### src/rtl/start_referee.sv
// Round sequencer/arbiter for the tug-of-war game: random start delay, GO, first-press and foul decisions.
// Optional GO-phase timeout is built only when START_TIMEOUT_EN is defined.
module start_referee #(
  parameter int DELAY_BITS    = 4,
  parameter int MIN_DELAY     = 2,
  parameter int TIMEOUT_TICKS = 8
) (
  input  logic clk,
  input  logic rst,
  input  logic start,
  input  logic tick,
  input  logic rin,
  input  logic btn_l,
  input  logic btn_r,
  output logic busy,
  output logic go,
  output logic win_l,
  output logic win_r,
  output logic foul_l,
  output logic foul_r,
  output logic timeout,
  output logic done
);

  localparam int CNT_W = DELAY_BITS + 1 + $clog2(MIN_DELAY + 1);
  localparam int BC_W  = 4;

  typedef enum logic [2:0] {S_IDLE, S_SEED, S_WAIT, S_GO, S_RESULT} state_t;

  state_t                r_state, w_state;
  logic [DELAY_BITS-1:0] r_delay, w_delay, w_delay_sh;
  logic [BC_W-1:0]       r_bitcnt, w_bitcnt;
  logic [CNT_W-1:0]      r_cnt, w_cnt;
  logic                  r_prio, w_prio;
  logic                  r_win_l, w_win_l, r_win_r, w_win_r;
  logic                  r_foul_l, w_foul_l, r_foul_r, w_foul_r;
  logic                  r_timeout, w_timeout;
  logic                  r_busy, r_go, r_done;
  logic                  w_tmo_hit;

`ifdef START_TIMEOUT_EN
  localparam int TC_W = $clog2(TIMEOUT_TICKS + 1);
  logic [TC_W-1:0] r_tcnt, w_tcnt;

  // Tick counter lives only in GO; it restarts from zero on every GO entry.
  always_comb begin
    w_tcnt = '0;
    if (r_state == S_GO)
      w_tcnt = tick ? r_tcnt + TC_W'(1) : r_tcnt;
  end

  always_ff @(posedge clk or posedge rst) begin
    if (rst) r_tcnt <= '0;
    else     r_tcnt <= w_tcnt;
  end

  assign w_tmo_hit = tick && (r_tcnt == TC_W'(TIMEOUT_TICKS - 1));
`else
  assign w_tmo_hit = 1'b0;
`endif

  // New bits enter at the MSB so the first bit received ends up as the LSB.
  assign w_delay_sh = (r_delay >> 1) |
                      ({DELAY_BITS{rin}} & (DELAY_BITS'(1) << (DELAY_BITS - 1)));

  always_comb begin
    w_state   = r_state;
    w_delay   = r_delay;
    w_bitcnt  = r_bitcnt;
    w_cnt     = r_cnt;
    w_prio    = r_prio;
    w_win_l   = r_win_l;
    w_win_r   = r_win_r;
    w_foul_l  = r_foul_l;
    w_foul_r  = r_foul_r;
    w_timeout = r_timeout;
    unique case (r_state)
      S_IDLE: begin
        if (start) w_state = S_SEED;
      end
      S_SEED: begin
        w_delay  = w_delay_sh;
        w_bitcnt = r_bitcnt + BC_W'(1);
        if (r_bitcnt == BC_W'(DELAY_BITS - 1)) begin
          w_bitcnt = '0;
          w_cnt    = CNT_W'(w_delay_sh) + CNT_W'(MIN_DELAY);
          w_state  = S_WAIT;
        end
      end
      S_WAIT: begin
        // A press before GO beats a tick arriving on the same clock.
        if (btn_l || btn_r) begin
          w_foul_l = btn_l;
          w_foul_r = btn_r;
          w_win_l  = btn_r && !btn_l;
          w_win_r  = btn_l && !btn_r;
          w_state  = S_RESULT;
        end else if (tick) begin
          if (r_cnt == CNT_W'(1)) w_state = S_GO;
          else                    w_cnt   = r_cnt - CNT_W'(1);
        end
      end
      S_GO: begin
        if (btn_l && btn_r) begin
          w_win_l = !r_prio;
          w_win_r = r_prio;
          w_prio  = !r_prio;
          w_state = S_RESULT;
        end else if (btn_l) begin
          w_win_l = 1'b1;
          w_state = S_RESULT;
        end else if (btn_r) begin
          w_win_r = 1'b1;
          w_state = S_RESULT;
        end else if (w_tmo_hit) begin
          w_timeout = 1'b1;
          w_state   = S_RESULT;
        end
      end
      S_RESULT: begin
        if (start) begin
          w_win_l   = 1'b0;
          w_win_r   = 1'b0;
          w_foul_l  = 1'b0;
          w_foul_r  = 1'b0;
          w_timeout = 1'b0;
          w_state   = S_SEED;
        end
      end
      default: w_state = S_IDLE;
    endcase
  end

  always_ff @(posedge clk or posedge rst) begin
    if (rst) begin
      r_state   <= S_IDLE;
      r_delay   <= '0;
      r_bitcnt  <= '0;
      r_cnt     <= '0;
      r_prio    <= 1'b0;
      r_win_l   <= 1'b0;
      r_win_r   <= 1'b0;
      r_foul_l  <= 1'b0;
      r_foul_r  <= 1'b0;
      r_timeout <= 1'b0;
      r_busy    <= 1'b0;
      r_go      <= 1'b0;
      r_done    <= 1'b0;
    end else begin
      r_state   <= w_state;
      r_delay   <= w_delay;
      r_bitcnt  <= w_bitcnt;
      r_cnt     <= w_cnt;
      r_prio    <= w_prio;
      r_win_l   <= w_win_l;
      r_win_r   <= w_win_r;
      r_foul_l  <= w_foul_l;
      r_foul_r  <= w_foul_r;
      r_timeout <= w_timeout;
      r_busy    <= (w_state == S_SEED) || (w_state == S_WAIT) || (w_state == S_GO);
      r_go      <= (w_state == S_GO);
      r_done    <= (w_state == S_RESULT);
    end
  end

  assign busy    = r_busy;
  assign go      = r_go;
  assign win_l   = r_win_l;
  assign win_r   = r_win_r;
  assign foul_l  = r_foul_l;
  assign foul_r  = r_foul_r;
  assign timeout = r_timeout;
  assign done    = r_done;

endmodule
### config.mk
export PLATFORM = sky130hd
export DESIGN_NAME = start_referee
export DESIGN_NICKNAME = d
export VERILOG_FILES = /design/src/rtl/start_referee.sv
export SDC_FILE = /design/constraint.sdc
export NUM_CORES = 1
export LEC_CHECK = 0
export CAP_MARGIN = 20
export CORE_MARGIN = 4
export CORE_UTILIZATION = 55
export DETAILED_ROUTE_END_ITERATION = 10
export PLACE_DENSITY = 0.84
export REMOVE_ABC_BUFFERS = 1
export SLEW_MARGIN = 5
export SYNTH_ARGS = -nofsm -noshare
export SYNTH_HDL_FRONTEND = slang
export SYNTH_SLANG_ARGS = --single-unit
### constraint.sdc
create_clock -name clk -period 4.9 [get_ports clk]
set_clock_uncertainty 0.2 [all_clocks]
set_input_delay 0.98 -clock clk [delete_from_list [all_inputs] [get_ports clk]]
set_output_delay 0.98 -clock clk [all_outputs]
set_load 0.01 [all_outputs]
==> run_results.csv <==
group,metric,value,unit
routing,wl_per_cell,15.0,um
place,placed_cell_area,1520,um^2
place,hpwl,1990,um
timing,rsz0062_at_grt,"no",
layout,nNetsFinal,160,
floorplanning,die_width,58.3,um
synthesis,synthesis.instances,136,
timing,max_slew_margin,38.0,%
clocking,post_cts.repair.setup_buffers,0,
synthesis,ys_types,45,
global_routing,grt_antenna_before_repair,0,
worst_setup_path,crit_path_cell_trace,"clkdlybuf4s50_1 -> nor2_1 -> o2111ai_4 -> o31a_1 -> o21a_1",
hold_path,hp-class,"reg2reg",
global_routing,grt_pass1_vias,983,
power_and_ir_drop,leakagePower,0.657,nW
timing,setup_slack,2160,ps
worst_setup_path,reg2regPathDepth,4,
layout,seq_area,626,um^2
clocking,numCtsBuffers,3,
floorplanning,coreArea,2320,um^2
clocking,clockBufferDepth,2,
worst_setup_path,critPathLaunchType,"input port",
layout,layout-drive-gt1-share,10.8,%
synthesis,seq_area_frac_synth,45.0,%
routing,drc,0,
global_routing,grt_usage,17.5,%
timing,setup_viol,0,
clocking,root_buffer,"clkbuf_4",
global_routing,grt_overflow_total,0,
timing,fin_crit_sh,55.8,%
place,place_congestion,0.886,
power_and_ir_drop,p_per_area,581,nW/um^2
hold_path,hold_end,"r_bitcnt[3]",
global_routing,grt_max_degree,26,
floorplanning,core.rowCount,17,
timing,timing.hold.ws,307,ps
clocking,clock-sinks,25,
worst_setup_path,crit_path_end_kind,"flop",
power_and_ir_drop,fin_total_pwr,0.898,mW
flow_run,timing.max_cap.violations,0,
layout,utilization,66.6,%
routing,drtIter0Drc,40,
place,port_buffers,13,
routing,vias,1063,
timing,finalHoldViolations,0,
timing,fmax,366,MHz
clocking,htreeDepth,1,
hold_path,hold_depth,1,
layout,diodes,0,
outcome,status,"finished, final reports clean",
worst_setup_path,critPathLaunch,"btn_r",
clocking,postCtsHoldBufs,0,
power_and_ir_drop,max-vdd-ir-drop,0.439,mV
layout,fillers,179,
synthesis,synth-seq-cells,25,
timing,drv_slew,0,
layout,final_cells,176,
worst_setup_path,cp_data_required_time,4930,ps
place,pre_cts_ws,1840,ps
synthesis,syn_area,1390,um^2
layout,stdcell_area,1550,um^2
worst_setup_path,critPathKind,"in2reg",
worst_setup_path,max_stage_delay,530,ps
floorplanning,die_area,3400,um^2
worst_setup_path,crit_fanout,9,
hold_path,hold_start,"r_bitcnt[3]",
clocking,clk_latency,320,ps
timing,layout_min_cycle_time,2740,ps
clocking,clkTransAtPathRegs,130,ps
worst_setup_path,r2r_slack,2800,ps
global_routing,grt_pass1_wl,4580,um
routing,dr.pass1.iters,4,
layout,syn2layout_area_growth,11.1,%
synthesis,synth_area_per_cell,10.2,um^2
floorplanning,die_y,58.3,um
floorplanning,initial_core_util,60.0,%
place,dp_cells,172,
layout,multi_input_area,697,um^2
timing,tns,0,ps
clocking,cts_tree,"yes",
floorplanning,io_pins,15,
timing,worst_pin_slew,930,ps
routing,avgViaCountPerCell,6.04,
worst_setup_path,cp.arrival,2760,ps
worst_setup_path,cp_slowest_cell,"clkdlybuf4s50_1",
worst_setup_path,r2r_start,"r_state[1]",
routing,ant_nets,0,
synthesis,yosysWarningCount,0,
worst_setup_path,r2r_end,"r_cnt[5]",
routing,totalWireLength,2650,um
clocking,cts_resized,0,
[critical path, delay by kind of cell]
kind	cells	cell delay (ps)
buffers and inverters	1	530
AOI/OAI and AO/OA	3	800
and+or+nand+nor	1	450
[layout make-up]
| class | instances | area share, % |
|---|---|---|
| multi-input combinational | 98 | 45.1 |
| sequential | 25 | 40.5 |
| timing repair buffer | 13 | 8.42 |
| tap | 28 | 2.27 |
| inverter | 8 | 1.94 |
| clock buffer | 3 | 1.46 |
| clock inverter | 1 | 0.324 |
[cell families (layout without fill, tap and decap cells)]
family                     after synthesis  count (layout)  share of synthesized area, %
muxes                                    7               7                          5.49
buffers and inverters                   13              25                          4.95
and+or+nand+nor                         47              47                          21.2
xor gates and xnor gates                 3               3                          1.89
AOI/OAI and AO/OA                       36              36                          17.6
DFF                                     25              25                          45.0
other                                    1               1                         0.270
adders and majority gates                4               4                          3.60
[routing by layer]
layer	vias to the layer above	GRT usage [%]	part of all wire [%]
met5	-	0	0
met2	27	26.6	47
li1	517	-	-
met3	2	4.82	4.4
met4	0	3.97	0.68
met1	517	24.9	48
[sequential cells by signal (all words and copies together) (netlist names)]
name,cells
r_state,3
r_delay,3
go,1
r_prio,1
done,1
r_bitcnt,4
r_cnt,7
win_r,1
foul_r,1
busy,1
foul_l,1
win_l,1
[power breakdown]
| group | switching (mW) | internal, mW | total (mW) |
|---|---|---|---|
| Sequential | 0.0908 | 0.291 | 0.382 |
| Combinational | 0.214 | 0.211 | 0.425 |
| Clock | 0.0610 | 0.0306 | 0.0917 |
| Total | 0.365 | 0.533 | 0.898 |
[how the worst max path moves through the flow]
stage / to / slack, ps / depth (start not counted)
floorplan: r_cnt[5] / 2560 / 4
global placement: r_cnt[5] / 1920 / 5
detailed placement: r_cnt[5] / 1840 / 5
CTS: r_cnt[5] / 2190 / 5
global route: r_cnt[6] / 2000 / 5
finish: r_cnt[5] / 2160 / 5
[cell usage after synthesis]
| master | instances | area share (%) |
|---|---|---|
| dfrtp_1 | 25 | 45 |
| nand2_1 | 10 | 2.7 |
| o21ai_0 | 10 | 3.6 |
| inv_1 | 8 | 2.2 |
| nand3_1 | 7 | 2.5 |
| nor2_1 | 7 | 1.9 |
| a21oi_1 | 6 | 2.2 |
| nand2b_1 | 6 | 2.7 |
| mux2_2 | 5 | 4.0 |
| a22oi_1 | 4 | 2.2 |
| a31oi_1 | 4 | 1.8 |
| ha_1 | 4 | 3.6 |
| buf_6 | 2 | 1.6 |
| mux2i_1 | 2 | 1.4 |
| nor3b_4 | 2 | 2.7 |
| o22a_1 | 2 | 1.3 |
| or3_1 | 2 | 0.90 |
| or3b_1 | 2 | 1.3 |
| xnor2_1 | 2 | 1.3 |
| a211o_1 | 1 | 0.63 |
| a211oi_1 | 1 | 0.54 |
| a21boi_0 | 1 | 0.54 |
| and2_4 | 1 | 0.63 |
| and3b_1 | 1 | 0.63 |
| buf_2 | 1 | 0.36 |
| buf_4 | 1 | 0.54 |
| clkbuf_1 | 1 | 0.27 |
| conb_1 | 1 | 0.27 |
| nand4_1 | 1 | 0.45 |
| nor2b_1 | 1 | 0.45 |
| nor3_1 | 1 | 0.36 |
| nor3b_1 | 1 | 0.54 |
| nor4_1 | 1 | 0.45 |
| nor4b_2 | 1 | 1.1 |
| o2111ai_4 | 1 | 1.9 |
| o211ai_1 | 1 | 0.54 |
| o21a_1 | 1 | 0.54 |
| o21ai_1 | 1 | 0.36 |
| o22ai_1 | 1 | 0.45 |
| o31a_1 | 1 | 0.63 |
| o31ai_1 | 1 | 0.54 |
| or2_2 | 1 | 0.45 |
| or2b_1 | 1 | 0.54 |
| or4b_4 | 1 | 0.99 |
| xor2_1 | 1 | 0.63 |
[layout by cell type, fill, tap and decap left out, types with 2 or more instances in the layout]
cell type,count
a31oi_1,4
nand3_1,7
inv_1,8
nor2_1,7
a22oi_1,4
xnor2_1,2
nand2b_1,6
a21oi_1,6
nor3b_4,2
or3_1,2
clkbuf_4,3
mux2_2,5
ha_1,4
mux2i_1,2
o21ai_0,10
o22a_1,2
dfrtp_1,25
or3b_1,2
nand2_1,10
clkdlybuf4s50_1,13
No activity file was read; power rests on OpenSTA's default activity.
